--- config.mk ---
export PLATFORM = sky130hd
export DESIGN_NAME = spi_frame_receiver
export DESIGN_NICKNAME = d
export VERILOG_FILES = /design/src/rtl/spi_frame_receiver.sv
export SDC_FILE = /design/constraint.sdc
export NUM_CORES = 1
export LEC_CHECK = 0
export ABC_AREA = 1
export CAP_MARGIN = 30
export CELL_PAD_IN_SITES_DETAIL_PLACEMENT = 1
export CELL_PAD_IN_SITES_GLOBAL_PLACEMENT = 2
export CORE_MARGIN = 8
export CORE_UTILIZATION = 30
export CTS_CLUSTER_DIAMETER = 150
export CTS_CLUSTER_SIZE = 12
export DETAILED_ROUTE_END_ITERATION = 12
export GPL_TIMING_DRIVEN = 0
export MAX_ROUTING_LAYER = met4
export PLACE_DENSITY = 0.65
export SLEW_MARGIN = 20
export SYNTH_ARGS = -nofsm -noshare
export SYNTH_HDL_FRONTEND = slang
export SYNTH_SLANG_ARGS = --single-unit
--- constraint.sdc ---
create_clock -name i_clock -period 4.16 [get_ports i_clock]
set_clock_uncertainty 0.1 [all_clocks]
set_input_delay 0.832 -clock i_clock [delete_from_list [all_inputs] [get_ports i_clock]]
set_output_delay 0.832 -clock i_clock [all_outputs]
set_load 0.1 [all_outputs]
--- src/rtl/spi_frame_receiver.sv ---
// spi_frame_receiver: oversampling SPI slave that glitch-filters CS/SCK and assembles
// WORDS x WORD_BITS frames, MSB first, flagging aborted and overrun frames.
module spi_frame_receiver #(
   parameter int unsigned WORD_BITS = 16,
   parameter int unsigned WORDS     = 2,
   parameter bit          CPOL      = 1'b0,
   parameter bit          CPHA      = 1'b0,
   parameter int unsigned FILTER    = 2
) (
   input  logic                       i_clock,
   input  logic                       i_reset,
   input  logic                       i_spi_cs,
   input  logic                       i_spi_sck,
   input  logic                       i_spi_mosi,
   output logic [WORDS*WORD_BITS-1:0] o_frame,
   output logic                       o_frame_valid,
   output logic                       o_frame_error,
   output logic                       o_busy
);
   localparam int unsigned FRAME_W = WORDS * WORD_BITS;
   localparam int unsigned BIT_W   = $clog2(WORD_BITS);
   localparam int unsigned WCNT_W  = (WORDS > 1) ? $clog2(WORDS) : 1;

   typedef enum logic [1:0] {IDLE, RECEIVE, WAIT_CS} state_t;

   logic               cs_s1_q, cs_s1_d, cs_s2_q, cs_s2_d;
   logic               sck_s1_q, sck_s1_d, sck_s2_q, sck_s2_d;
   logic               mosi_s1_q, mosi_s1_d, mosi_s2_q, mosi_s2_d;
   logic [1:0]         fill_q, fill_d;
   logic               cs_f_q, cs_f_d, cs_f_prev_q, cs_f_prev_d;
   logic               sck_f_q, sck_f_d, sck_f_prev_q, sck_f_prev_d;
   logic [3:0]         cs_fcnt_q, cs_fcnt_d, sck_fcnt_q, sck_fcnt_d;
   logic [FILTER-1:0]  mosi_dly_q, mosi_dly_d;
   state_t             state_q, state_d;
   logic               armed_q, armed_d;
   logic               overrun_q, overrun_d;
   logic [BIT_W-1:0]   bit_cnt_q, bit_cnt_d;
   logic [WCNT_W-1:0]  word_cnt_q, word_cnt_d;
   logic [WORD_BITS-1:0] shift_q, shift_d;
   logic [FRAME_W-1:0] staging_q, staging_d;
   logic [FRAME_W-1:0] frame_q, frame_d;
   logic               valid_q, valid_d, error_q, error_d, busy_q, busy_d;
   logic               cs_rise, cs_fall, lead, trail, samp, mosi_bit;

   // Returns {level, count}: level flips only after FILTER consecutive differing samples.
   function automatic logic [4:0] filter_step(input logic level, input logic sample,
                                              input logic [3:0] cnt);
      logic [4:0] r;
      r = {level, 4'd0};
      if (sample != level) begin
         if (cnt == 4'(FILTER - 1)) r = {sample, 4'd0};
         else                       r = {level, cnt + 4'd1};
      end
      return r;
   endfunction

   always_comb begin
      cs_s1_d   = i_spi_cs;
      cs_s2_d   = cs_s1_q;
      sck_s1_d  = i_spi_sck;
      sck_s2_d  = sck_s1_q;
      mosi_s1_d = i_spi_mosi;
      mosi_s2_d = mosi_s1_q;
      fill_d    = {fill_q[0], 1'b1};
      {cs_f_d, cs_fcnt_d}   = filter_step(cs_f_q, cs_s2_q, cs_fcnt_q);
      {sck_f_d, sck_fcnt_d} = filter_step(sck_f_q, sck_s2_q, sck_fcnt_q);
      cs_f_prev_d  = cs_f_q;
      sck_f_prev_d = sck_f_q;
      mosi_dly_d   = FILTER'({mosi_dly_q, mosi_s2_q});

      cs_rise  = ~cs_f_prev_q & cs_f_q;
      cs_fall  = cs_f_prev_q & ~cs_f_q;
      lead     = (sck_f_prev_q == CPOL) && (sck_f_q != CPOL);
      trail    = (sck_f_prev_q != CPOL) && (sck_f_q == CPOL);
      samp     = CPHA ? trail : lead;
      mosi_bit = mosi_dly_q[FILTER-1];
      // Arming waits for the synchroniser to hold real pin data, so a CS held low
      // through reset release is not mistaken for a fresh falling edge.
      armed_d  = armed_q | (fill_q[1] & cs_s2_q & cs_f_q);

      state_d    = state_q;
      overrun_d  = overrun_q;
      bit_cnt_d  = bit_cnt_q;
      word_cnt_d = word_cnt_q;
      shift_d    = shift_q;
      staging_d  = staging_q;
      frame_d    = frame_q;
      valid_d    = 1'b0;
      error_d    = 1'b0;

      unique case (state_q)
         IDLE: begin
            if (cs_fall && armed_q) begin
               bit_cnt_d  = '0;
               word_cnt_d = '0;
               overrun_d  = 1'b0;
               state_d    = RECEIVE;
            end
         end
         RECEIVE: begin
            if (cs_rise) begin
               error_d = (bit_cnt_q != '0) || (word_cnt_q != '0);
               state_d = IDLE;
            end else if (samp) begin
               shift_d = {shift_q[WORD_BITS-2:0], mosi_bit};
               if (bit_cnt_q == BIT_W'(WORD_BITS - 1)) begin
                  bit_cnt_d = '0;
                  // Words arrive in index order, so shifting in from the top leaves
                  // word k at slot k once all WORDS words have been received.
                  staging_d = FRAME_W'({shift_d, staging_q} >> WORD_BITS);
                  if (word_cnt_q == WCNT_W'(WORDS - 1)) begin
                     frame_d = staging_d;
                     valid_d = 1'b1;
                     state_d = WAIT_CS;
                  end else begin
                     word_cnt_d = word_cnt_q + WCNT_W'(1);
                  end
               end else begin
                  bit_cnt_d = bit_cnt_q + BIT_W'(1);
               end
            end
         end
         WAIT_CS: begin
            if (samp) overrun_d = 1'b1;
            if (cs_rise) begin
               error_d = overrun_d;
               state_d = IDLE;
            end
         end
         default: state_d = IDLE;
      endcase

      busy_d = (state_d != IDLE);
   end

   always_ff @(posedge i_clock or posedge i_reset) begin
      if (i_reset) begin
         cs_s1_q      <= 1'b1;
         cs_s2_q      <= 1'b1;
         sck_s1_q     <= CPOL;
         sck_s2_q     <= CPOL;
         mosi_s1_q    <= 1'b0;
         mosi_s2_q    <= 1'b0;
         fill_q       <= '0;
         cs_f_q       <= 1'b1;
         cs_f_prev_q  <= 1'b1;
         sck_f_q      <= CPOL;
         sck_f_prev_q <= CPOL;
         cs_fcnt_q    <= '0;
         sck_fcnt_q   <= '0;
         mosi_dly_q   <= '0;
         state_q      <= IDLE;
         armed_q      <= 1'b0;
         overrun_q    <= 1'b0;
         bit_cnt_q    <= '0;
         word_cnt_q   <= '0;
         shift_q      <= '0;
         staging_q    <= '0;
         frame_q      <= '0;
         valid_q      <= 1'b0;
         error_q      <= 1'b0;
         busy_q       <= 1'b0;
      end else begin
         cs_s1_q      <= cs_s1_d;
         cs_s2_q      <= cs_s2_d;
         sck_s1_q     <= sck_s1_d;
         sck_s2_q     <= sck_s2_d;
         mosi_s1_q    <= mosi_s1_d;
         mosi_s2_q    <= mosi_s2_d;
         fill_q       <= fill_d;
         cs_f_q       <= cs_f_d;
         cs_f_prev_q  <= cs_f_prev_d;
         sck_f_q      <= sck_f_d;
         sck_f_prev_q <= sck_f_prev_d;
         cs_fcnt_q    <= cs_fcnt_d;
         sck_fcnt_q   <= sck_fcnt_d;
         mosi_dly_q   <= mosi_dly_d;
         state_q      <= state_d;
         armed_q      <= armed_d;
         overrun_q    <= overrun_d;
         bit_cnt_q    <= bit_cnt_d;
         word_cnt_q   <= word_cnt_d;
         shift_q      <= shift_d;
         staging_q    <= staging_d;
         frame_q      <= frame_d;
         valid_q      <= valid_d;
         error_q      <= error_d;
         busy_q       <= busy_d;
      end
   end

   assign o_frame       = frame_q;
   assign o_frame_valid = valid_q;
   assign o_frame_error = error_q;
   assign o_busy        = busy_q;

endmodule
## Word level (Yosys, flattened, before mapping)

Cells that the tools add are included.

- Register bits after elaboration: 113
- Latch bits: 0
- Bits in writable memories: 0
- Bits in read-only memories: 0
- Output and inout port bits: 35
- Logic and storage cells: 97
- Memories kept: 0

- Add/subtract/negate cells: 4
- $mul: 0
- Div/mod/pow operators: 0
- $lt $le $gt $ge: 0
- Equal/unequal tests: 11
- Shift operators: 0
- Muxes and demuxes: 32
- Bitwise logic cells: 9
- Reduce and logical (&&, ||, !) cells: 16

Operator list:

| cell | number |
|---|---|
| $mux W4 | 8 |
| $mux W1 | 13 |
| $add A4 B1 Y4 const B | 3 |
| $mux W2 | 6 |
| $reduce_and A5 Y1 | 2 |
| $eq A4 B1 Y1 const B | 2 |
| $ne A2 B2 Y1 const B | 4 |
| $pmux W4 S2 | 1 |
| $reduce_and A4 Y1 | 2 |
| $pmux W1 S2 | 3 |
| $pmux W2 S3 | 1 |
| $reduce_and A2 Y1 | 3 |
| $reduce_bool A2 Y1 | 3 |
| $and A1 B1 Y1 | 4 |
| $eq A4 B4 Y1 const B | 1 |
| $not A1 Y1 | 4 |
| $reduce_bool A4 Y1 | 1 |
| $reduce_and A3 Y1 | 1 |
| $eq A2 B1 Y1 const B | 1 |
| $eq A2 B2 Y1 const B | 1 |
| $logic_and A1 B1 Y1 | 2 |
| $logic_not A2 Y1 | 1 |
| $ne A1 B1 Y1 | 2 |
| $add A1 B1 Y1 const B | 1 |
| other kinds (2) | 2 |

## Longest topological paths before layout

- Depth after elaboration: 6
- Depth in mapped cells: 11
- Depth with buffers taken out: 10

## Worst setup path before layout

Ideal clock, no wire load.

- Kind: reg-to-output
- Start point: register frame_q[0] (netlist: o_frame[0])
- End point: output port o_frame[0]
- Arrival: 0.898 ns
- Required time: 3.228 ns
- Slack: 2.330 ns
- Stages on the path, launching flop included: 1
- Cells stage by stage: dfrtp_1

RTL lines:

| element | RTL line | text |
|---|---|---|
| from (decl) | 41 | `logic [FRAME_W-1:0] frame_q, frame_d;` |
| from (signal assigned) | 185 | `frame_q <= frame_d;` |
| to (decl) | 15 | `output logic [WORDS*WORD_BITS-1:0] o_frame,` |

No word-level cell between the ends.

## Worst setup path in the final report

- Start point: register frame_q[17] (netlist: o_frame[17])
- End point: output port o_frame[17]

No word-level cell between the ends.

==> impl_metrics.toml <==
[worst_setup_path]
path_delay_family = "buffers and inverters"
r2r_end = "shift_q[5]$_DFFE_PP0P_"
slowest_stage = "clkdlybuf4s50_1"
crit_buf_inv = 1
r2r_cells = 7
required_ps = 3230
path_cells = "clkdlybuf4s50_1"
rr_startpoint = "state_q[1]$_DFF_PP0_"
critPathKind = "flip-flop to primary output"
crit_fanout = 2
endpoint_kind = "primary output"
slowest_delay_ps = 1150
arrival_ps = 1870
ff2ff_setup_slack_ps = 2330
start_kind = "flip-flop"

[grt]
grt_max_degree = 51
gr-usage-met2_pct = 16.30
grt.busiest_layer = "met2"
grt_pass1_wl_um = 14820
grt.met3_usage_pct = 2.260
met1_usage_pct = 16.04
antenna_found_initial = 0
grt-ovfl-total = 0
grt_pass1_vias = 2827
grtUsageTotal_pct = 11.83

[cts]
clk_path_buf_depth = 2
h-tree-depth = 3
cts_hold_buf = 0
cts.clk_slew.worst_paths_ps = 60
cts_resized = 0
clock-sinks = 97
cts_made_buffers = 9
cts-root-buf = "clkbuf_16"
post_cts_buffers = 0
clock_latency_ps = 350
tritoncts = "done"

[worst_hold_path]
min_from = "sck_s1_q$_DFF_PP0_"
hp-class = "flip-flop to flip-flop"
whs_endpoint = "sck_s2_q$_DFF_PP0_"
hold_depth = 0

[sta]
finalSetupViolations = 0
fin_crit_sh_pct = 67.40
tightest_slew_ps = 982.4
slew_headroom_pct = 34.30
hold_viol = 0
whs_ps = 250.1
final_max_slew_viol_count = 0
maxClockFrequency_ghz = 0.3567
setup_tns_ps = 0
period_needed_ps = 2804
rsz0062_at_grt = "false"

[run_status]
status = "completed"

[detailed_routing]
dr.pass1.iters = 4
drcViolationCount = 0
wire_per_inst_um = 14.05
viasPerCell = 4.302
drt-total-wl_um = 8797
drtIter0Drc = 122
vias = 2693
ant_nets = 0

[logic_synthesis]
synth_edf_count = 0
ys_types = 27
synthCells = 398
async_reset_ff_share_pct = 100.0
synth-seq-cells = 97
syn-cell-area_um2 = 3857
yosysSeqAreaShare_pct = 63.06
yosysTopAreaCell = "dfrtp_1"
synth_nets = 413
synthFlopType = "dfrtp_1"
syn_avg_cell_area_um2 = 9.692
synth_top_area_share_pct = 60.33
ys_top_cells_by_area = "dfrtp_1, nand2_1, o21ai_0, inv_1, ha_1"
yosysWarnings = 0

[die]
placement_rows = 41
initial_core_util_pct = 30.69
die_y_um = 129.4
die_w_um = 129.4
die_area_um2 = 16740
core_area_um2 = 12570
io_pins = 40

[layout]
final_core_util_pct = 38.13
final_cell_mix = "nand2_1, dfrtp_1, inv_1, clkdlybuf4s50_1, o21ai_0"
area_growth_pct = 24.23
nFillCells = 1477
final_layout_size_suffix_gt1_share_pct = 9.031
finalNonFillerCells = 626
multiInputGateArea_um2 = 1180
final-seq-area_um2 = 2432
mostFrequentLayoutCell = "nand2_1"
n_antenna_cell = 0
nets = 464

[power]
vdd.ir_drop.worst_mv = 0.2827
power_leakage_uw = 0.002243
total_power_uw = 2356
powerDensity_nw_per_um2 = 491.6

[job]
cap_violations = 0

[placement]
placedCellCount = 610
io_buffers = 39
hpwl_um = 6207
place_congestion = 0.7128
## metrics by stage
| step | worst slack, ps | instance area (um2) |
|---|---|---|
| finish | 1356 | 4792 |
| global route | 1303 | 4792 |
| CTS | 1319 | 4792 |
| detailed placement | 1707 | 4496 |
| global placement | -934.1 | 4463 |
| floorplan | 700.9 | 3857 |
## metal layers
layer  wire length (um)  part of all wire (%)
met1               4576                    52
met2               3765                    43
met3                265                   3.0
met4                190                   2.2
met5                  0                     0
## cell usage after synthesis (4+ instances only)
library cell,count
nand3_1,11
nor2_1,18
o21ai_0,38
ha_1,10
dfstp_2,4
inv_1,40
nand2_1,132
buf_2,6
o21ai_1,16
dfrtp_1,93
## registers in the layout, indices dropped and copies added, names as in the netlist, 2 cells and up
signal,cells
bit_cnt_q,4
state_q,2
fill_q,2
staging_q,16
o_frame,32
mosi_dly_q,2
shift_q,15
cs_fcnt_q,4
sck_fcnt_q,4
## area by class of cell
type,count,area share (%)
plain buffers,14,1.828
clock buffers,11,5.065
clock inverters,5,1.123
inverters,42,3.394
multi-input cells,245,24.62
flip-flops and latches,97,50.76
well taps,172,4.491
repair buffers,40,8.721
## worst max path at each step
| stage | from | to | slack [ps] | cells past startpoint |
|---|---|---|---|---|
| floorplan | i_reset | armed_q$_DFF_PP0_ | 700 | 1 |
| CTS | o_frame[29]$_DFFE_PP0P_ | o_frame[29] | 1320 | 1 |
| global placement | i_reset | bit_cnt_q[3]$_DFFE_PP0P_ | -930 | 2 |
| finish | o_frame[17]$_DFFE_PP0P_ | o_frame[17] | 1360 | 1 |
| detailed placement | o_frame[29]$_DFFE_PP0P_ | o_frame[29] | 1710 | 1 |
| global route | o_frame[29]$_DFFE_PP0P_ | o_frame[29] | 1300 | 1 |
## where the power goes
group          internal (uW)  leakage (uW)  switching (uW)
clock network            482      0.000150             360
registers               1030       0.00130            66.8
logic                    123      0.000792             292
total                   1640       0.00224             718
## cells by family after synthesis
family,count (synthesis),share of synthesized area [%]
compound gates,58,7.622
xor+xnor,5,1.135
fa+ha+maj,10,3.244
buf+inv,56,6.357
flops,97,63.06
other cells,1,0.09721
simple gates,171,18.49
Note: power is estimated with default switching activity, not from simulation.
